## src/rtl/agc_chan_out_bank.sv

```systemverilog
// rtl/agc_chan_out_bank.sv - bank of output channel registers with WRITE/WOR/WAND, read-back, GOJAM clear and min-on stretching
// Optional feature: define CHAN_FLASH_EN to gate FLASH_MASK bits of CHOUT with FLASH.
module agc_chan_out_bank #(
    parameter int          NCH        = 4,
    parameter int          WIDTH      = 14,
    parameter int          MINON      = 8,
    parameter logic [15:0] MINON_MASK = 16'h00FF,
    parameter logic [15:0] FLASH_MASK = 16'h0000,
    localparam int         AW         = (NCH > 1) ? $clog2(NCH) : 1
) (
    input  logic                 CLOCK,
    input  logic                 rst_,
    input  logic                 GOJAM,
    input  logic [AW-1:0]        CHADR,
    input  logic [1:0]           MODE,
    input  logic                 WCHG_,
    input  logic                 CCHG_,
    input  logic                 RCHG_,
    input  logic [WIDTH-1:0]     CHWL_,
    input  logic                 FLASH,
    output logic [WIDTH-1:0]     CHOR_,
    output logic [NCH*WIDTH-1:0] CHOUT
);

    localparam int TW = (MINON > 0) ? $clog2(MINON + 1) : 1;
    // With stretching disabled no bit is ever treated as a jet bit.
    localparam logic [WIDTH-1:0] SMASK = (MINON > 0) ? MINON_MASK[WIDTH-1:0] : '0;
    // The timer holds the number of cycles the bit must still be driven, counting
    // the cycle that starts at the set edge, so a one-cycle pulse lasts MINON cycles.
    localparam logic [TW-1:0] TLOAD = TW'(MINON);

    localparam logic [1:0] OP_WRITE = 2'b00;
    localparam logic [1:0] OP_WOR   = 2'b01;
    localparam logic [1:0] OP_WAND  = 2'b10;

    logic [WIDTH-1:0]     chreg   [NCH];
    logic [WIDTH-1:0]     reg_nxt [NCH];
    logic [TW-1:0]        tmr     [NCH][WIDTH];
    logic [WIDTH-1:0]     wdata;
    logic [WIDTH-1:0]     rd_data;
    logic [NCH*WIDTH-1:0] stretched;

    assign wdata = ~CHWL_;

    // Next register value: the write strobe beats the clear strobe; only the addressed channel moves.
    always_comb begin
        for (int c = 0; c < NCH; c++) begin
            reg_nxt[c] = chreg[c];
            if (int'(CHADR) == c) begin
                if (!WCHG_) begin
                    case (MODE)
                        OP_WRITE: reg_nxt[c] = wdata;
                        OP_WOR:   reg_nxt[c] = chreg[c] | wdata;
                        OP_WAND:  reg_nxt[c] = chreg[c] & wdata;
                        default:  reg_nxt[c] = chreg[c];
                    endcase
                end else if (!CCHG_) begin
                    reg_nxt[c] = '0;
                end
            end
        end
    end

    // Channel registers; GOJAM wipes the whole bank.
    always_ff @(posedge CLOCK or negedge rst_) begin
        if (!rst_) begin
            for (int c = 0; c < NCH; c++) chreg[c] <= '0;
        end else if (GOJAM) begin
            for (int c = 0; c < NCH; c++) chreg[c] <= '0;
        end else begin
            for (int c = 0; c < NCH; c++) chreg[c] <= reg_nxt[c];
        end
    end

    // Min-on timers: reload on a 0->1 transition of a jet bit, otherwise count down to zero.
    always_ff @(posedge CLOCK or negedge rst_) begin
        if (!rst_) begin
            for (int c = 0; c < NCH; c++)
                for (int b = 0; b < WIDTH; b++) tmr[c][b] <= '0;
        end else if (GOJAM) begin
            for (int c = 0; c < NCH; c++)
                for (int b = 0; b < WIDTH; b++) tmr[c][b] <= '0;
        end else begin
            for (int c = 0; c < NCH; c++) begin
                for (int b = 0; b < WIDTH; b++) begin
                    if (SMASK[b] && reg_nxt[c][b] && !chreg[c][b])
                        tmr[c][b] <= TLOAD;
                    else if (tmr[c][b] != '0)
                        tmr[c][b] <= tmr[c][b] - TW'(1);
                end
            end
        end
    end

    // Read mux; an out-of-range address reads as an idle (all ones) bus.
    always_comb begin
        rd_data = '1;
        for (int c = 0; c < NCH; c++)
            if (int'(CHADR) == c) rd_data = ~chreg[c];
    end

    // Registered read bus: shows the pre-edge register while RCHG_ is low, idle otherwise.
    always_ff @(posedge CLOCK or negedge rst_) begin
        if (!rst_)
            CHOR_ <= '1;
        else if (GOJAM || RCHG_)
            CHOR_ <= '1;
        else
            CHOR_ <= rd_data;
    end

    // Output drive: register bit held on for as long as its timer is still running.
    always_comb begin
        stretched = '0;
        for (int c = 0; c < NCH; c++)
            for (int b = 0; b < WIDTH; b++)
                stretched[c*WIDTH + b] = chreg[c][b] | (tmr[c][b] != '0);
    end

`ifdef CHAN_FLASH_EN
    // Display bits in FLASH_MASK blink with FLASH; storage and read-back stay unflashed.
    always_comb begin
        CHOUT = stretched;
        for (int c = 0; c < NCH; c++)
            for (int b = 0; b < WIDTH; b++)
                if (FLASH_MASK[b]) CHOUT[c*WIDTH + b] = stretched[c*WIDTH + b] & FLASH;
    end
`else
    logic unused_flash;
    assign unused_flash = FLASH ^ (|FLASH_MASK);

    // No flash gating in this build: outputs are the stretched register bits.
    always_comb begin
        CHOUT = stretched;
    end
`endif

endmodule

```

## config.mk

```make
export PLATFORM = sky130hd
export DESIGN_NAME = agc_chan_out_bank
export DESIGN_NICKNAME = d
export VERILOG_FILES = /design/src/rtl/agc_chan_out_bank.sv
export SDC_FILE = /design/constraint.sdc
export NUM_CORES = 1
export LEC_CHECK = 0
export BUFFER_PORTS_ARGS = -buffer_cell sky130_fd_sc_hd__buf_2
export CAP_MARGIN = 20
export CORE_UTILIZATION = 40
export DETAILED_ROUTE_END_ITERATION = 16
export GPL_TIMING_DRIVEN = 0
export PLACE_DENSITY = 0.59
export SLEW_MARGIN = 20
export SYNTH_ARGS = -nofsm -noshare
export SYNTH_HDL_FRONTEND = slang
export SYNTH_SLANG_ARGS = --single-unit
```

## constraint.sdc

```tcl
create_clock -name CLOCK -period 1.85 [get_ports CLOCK]
set_clock_uncertainty 0.15 [all_clocks]
set_input_delay 0.185 -clock CLOCK [delete_from_list [all_inputs] [get_ports CLOCK]]
set_output_delay 0.185 -clock CLOCK [all_outputs]
set_load 0.01 [all_outputs]
```

==> summary.md <==
| Metric | Value |
|---|---|
| Status | complete, but fails checks |
| Failing checks | setup timing |
| Deepest clock path buffer count | 3 |
| Worst Max-Slew Pin Slew | just over 900 ps |
| Net Switching | 13.7 mW |
| Switching part of the total | 0.350 |
| Minimum clock period | 2040 ps |
| Starting Density | 0.406 |
| Hold depth | 4 |
| Post-route ant nets | 0 |
| Iteration-0 DRC Markers | ~1100 |
| Final hold vios | 0 |
| Seq/Total Area, Yosys | 0.456 |
| Global-route wire length before repair | roughly 75000 um |
| Hold path start | MODE[1] |
| Area Overhead vs Synth | 40.1% |
| CTS clock-pin slew for the worst setup and hold paths | 70 ps |
| Row cnt | 73 |
| Relative slew slack | 0.376 |
| 1st-pass router iterations | 6 |
| Mean post-synth cell area | roughly 11 sq um |
| Reg-to-Reg End | tmr[41] |
| Num CTS Buffers | 34 |
| RR Startpoint | tmr[40] |
| Pwr dens | roughly 1700 nW/um^2 |
| # IOs | between 90 and 100 |
| Final Slew Violations | 0 |
| RSZ-0062 raised after global routing | true |
| FFs w/ async S/R, synth | 1.00 |
| Core footprint | around 40000 sq um |
| EDFF count, synth | 0 |
| Placed cell count | between 2000 and 2500 |
| Post-Place Setup Slack | -228 ps |
| Reg2Reg Setup Slack | roughly 60 ps |
| HP Class | in2reg |
| Part of the power in registers | 0.264 |
| Initial antenna violation count | 2 |
| Crit share post-route | 1.10 |
| Routed Wire Length | ~48000 um |
| Largest net degree at the start of global routing | 95 |
| DIE AREA | between 40000 and 50000 sq um |
| Worst EP required | between 1500 and 2000 ps |
| Peak supply drop | 1.17 mV |
| Count of non-filler cells in the finished layout | 2567 |
| Post-route cell area | between 20000 and 25000 sq um |
| CTS H-Tree Depth | 2 |
| Routability cong. | 0.914 |
| Fmax | just under 0.5 GHz |
| Distinct cells, synth | 49 |
| Clock Latency Late Sink | 530 ps |
| Synth warn | 0 |
| Post-DR vias/cell | between 5 and 6 |
| Total power draw | around 39 mW |
| CTS tree | done |
| Setup TNS | -3440 ps |
| TritonCTS Sinks | between 200 and 300 |
| Vias | about 14000 |
| Finished Core Util | 0.569 |
| Syn nets | roughly 1600 |
| Setup CP Type | reg2out |
| R2R cell count | 7 |
| Tot GR Track Use | 0.231 |
| Post-synth top flop | dfrtp_1 |
| Clk network pwr share | 0.181 |
| DIE HEIGHT | 203 um |
| Cell internal pwr | 25.4 mW |
| Fraction of layout cells with a size suffix above 1 | 0.421 |
| Synthesized area | 16200 sq um |
| Setup crit end kind | primary output |
| GRT overflow | 0 |
| Dpl cell area | between 15000 and 20000 sq um |
| Worst setup margin | -186 ps |
| Die Wd | approximately 200 um |
| Hold slack | about 43 ps |
| Syn Inst Count | 1537 |
| Maxcap violations | 0 |
| #FFs+latches synth | between 200 and 300 |
| Worst Path Arrival | ~1700 ps |
| CTS root buf | clkbuf_16 |
| IO buf count | 90 |
| Hold EP | tmr[31] |
| # DRC | 0 |
| Layout net count | between 2000 and 2500 |
| Via count of the first global-routing pass | roughly 14000 |
| Logic pwr share | 0.555 |
| LEAKAGE | about 9.9 nW |
| Endpoints failing setup | 53 |
| Critical Path Start Type | flop |
| WL/cell | about 19 um |
| Max FO, Critical Path | 4 |
| Final HPWL DP | about 30000 um |
## cells in the final DEF, fill, tap and decap left out, types with 37 or more instances in the layout
master	count
nor2b_1	49
clkbuf_16	37
a21oi_1	86
xnor2_1	55
buf_2	99
mux2i_1	52
nand3b_1	40
clkbuf_1	46
nor2_1	117
ha_4	56
inv_2	112
nor3b_4	58
a211oi_1	72
buf_4	335
nor3_1	109
nand2b_1	98
dfrtp_1	280
## power groups by stage
stage	combinational [mW]	sequential (mW)	clock, mW
final	21.7	10.3	7.09
after CTS	19.2	10.2	7.21
after floorplan	10.1	9.40	0
after global placement	12.6	9.70	0
after global routing	23.8	10.5	7.48
after detailed placement	13.1	9.73	0
## Yosys cell counts, types with 2 or more instances
cell type	number	area (sq um)
a2111oi_0	2	17.5
a2111oi_1	30	300
a211oi_1	72	541
a21o_1	8	60.1
a21oi_1	86	430
a22oi_1	18	135
a2bb2oi_1	6	52.6
a31o_2	3	26.3
and2b_1	32	240
buf_2	12	60.1
buf_4	3	22.5
buf_6	8	90.1
clkbuf_1	37	139
dfrtp_1	280	7010
dfstp_2	14	368
ha_1	56	701
inv_1	112	420
mux2_2	26	293
mux2i_1	52	521
mux4_2	14	315
nand2_1	33	124
nand2b_1	98	613
nand3b_1	40	300
nand3b_2	2	22.5
nand4_1	24	150
nor2_1	121	454
nor2b_1	49	307
nor3_1	110	551
nor3b_1	56	420
nor3b_4	2	37.5
nor4_2	6	75.1
nor4_4	20	425
nor4b_2	2	30.0
o21ba_1	7	70.1
o21ba_2	19	190
or3_1	8	50.1
or3b_1	2	17.5
xnor2_1	56	490
## critical path: stages (launching register included)
cell,delay (ps)
dfrtp_1,400
inv_2,90
ha_4,140
nor3b_4,250
nand2b_1,130
buf_2,160
## repair_timing
action	4_1_cts	5_1_grt
gates resized for setup	340	19
endpoints found under the hold margin	226	0
hold buffers	17	0
setup buffers	216	118
endpoints found under the setup margin	88	69
pin swaps	56	31
gates cloned	0	0
## state kept, by name, indices dropped and copies added (netlist names)
register and cells:
tmr 224, chreg 56, CHOR_ 14
## layer usage
metal  GRT usage  routed length (um)  part of all wire
met4      0.0932                1610             0.034
met1       0.289               19800              0.42
met3      0.0368                2390             0.050
met2       0.395               23900              0.50
met5           0                  13           0.00027
## worst max-delay path by stage
stage,from,endpoint,slack (ps),cells past startpoint
floorplan,tmr[140],tmr[141],90,5
global placement,rst_,tmr[77],-5400,1
detailed placement,GOJAM,tmr[24],-230,4
CTS,tmr[9],CHOUT[53],-160,5
global route,tmr[9],CHOUT[53],-260,5
finish,tmr[9],CHOUT[53],-190,5
## cell type report
| cell class | instances | area, sq um |
|---|---|---|
| repair buffers | 442 | 3230 |
| clock inverters | 10 | 141 |
| clock buffers | 52 | 1040 |
| flip-flops and latches | 294 | 7370 |
| inverters | 112 | 420 |
| multi-input cells | 1069 | 9470 |
| plain buffers | 62 | 330 |
| fillers | 3364 | 17200 |
| diodes | 1 | 2.50 |
| well taps | 525 | 657 |
## cell families after synthesis
family,Yosys count,share of synthesized area
and+or+nand+nor,613,0.241
DFF,294,0.456
AOI/OAI and AO/OA,252,0.113
buffers and inverters,174,0.0464
muxes,92,0.0698
xor gates and xnor gates,56,0.0303
adders and majority gates,56,0.0433
Note: power is estimated with default switching activity, not from simulation.
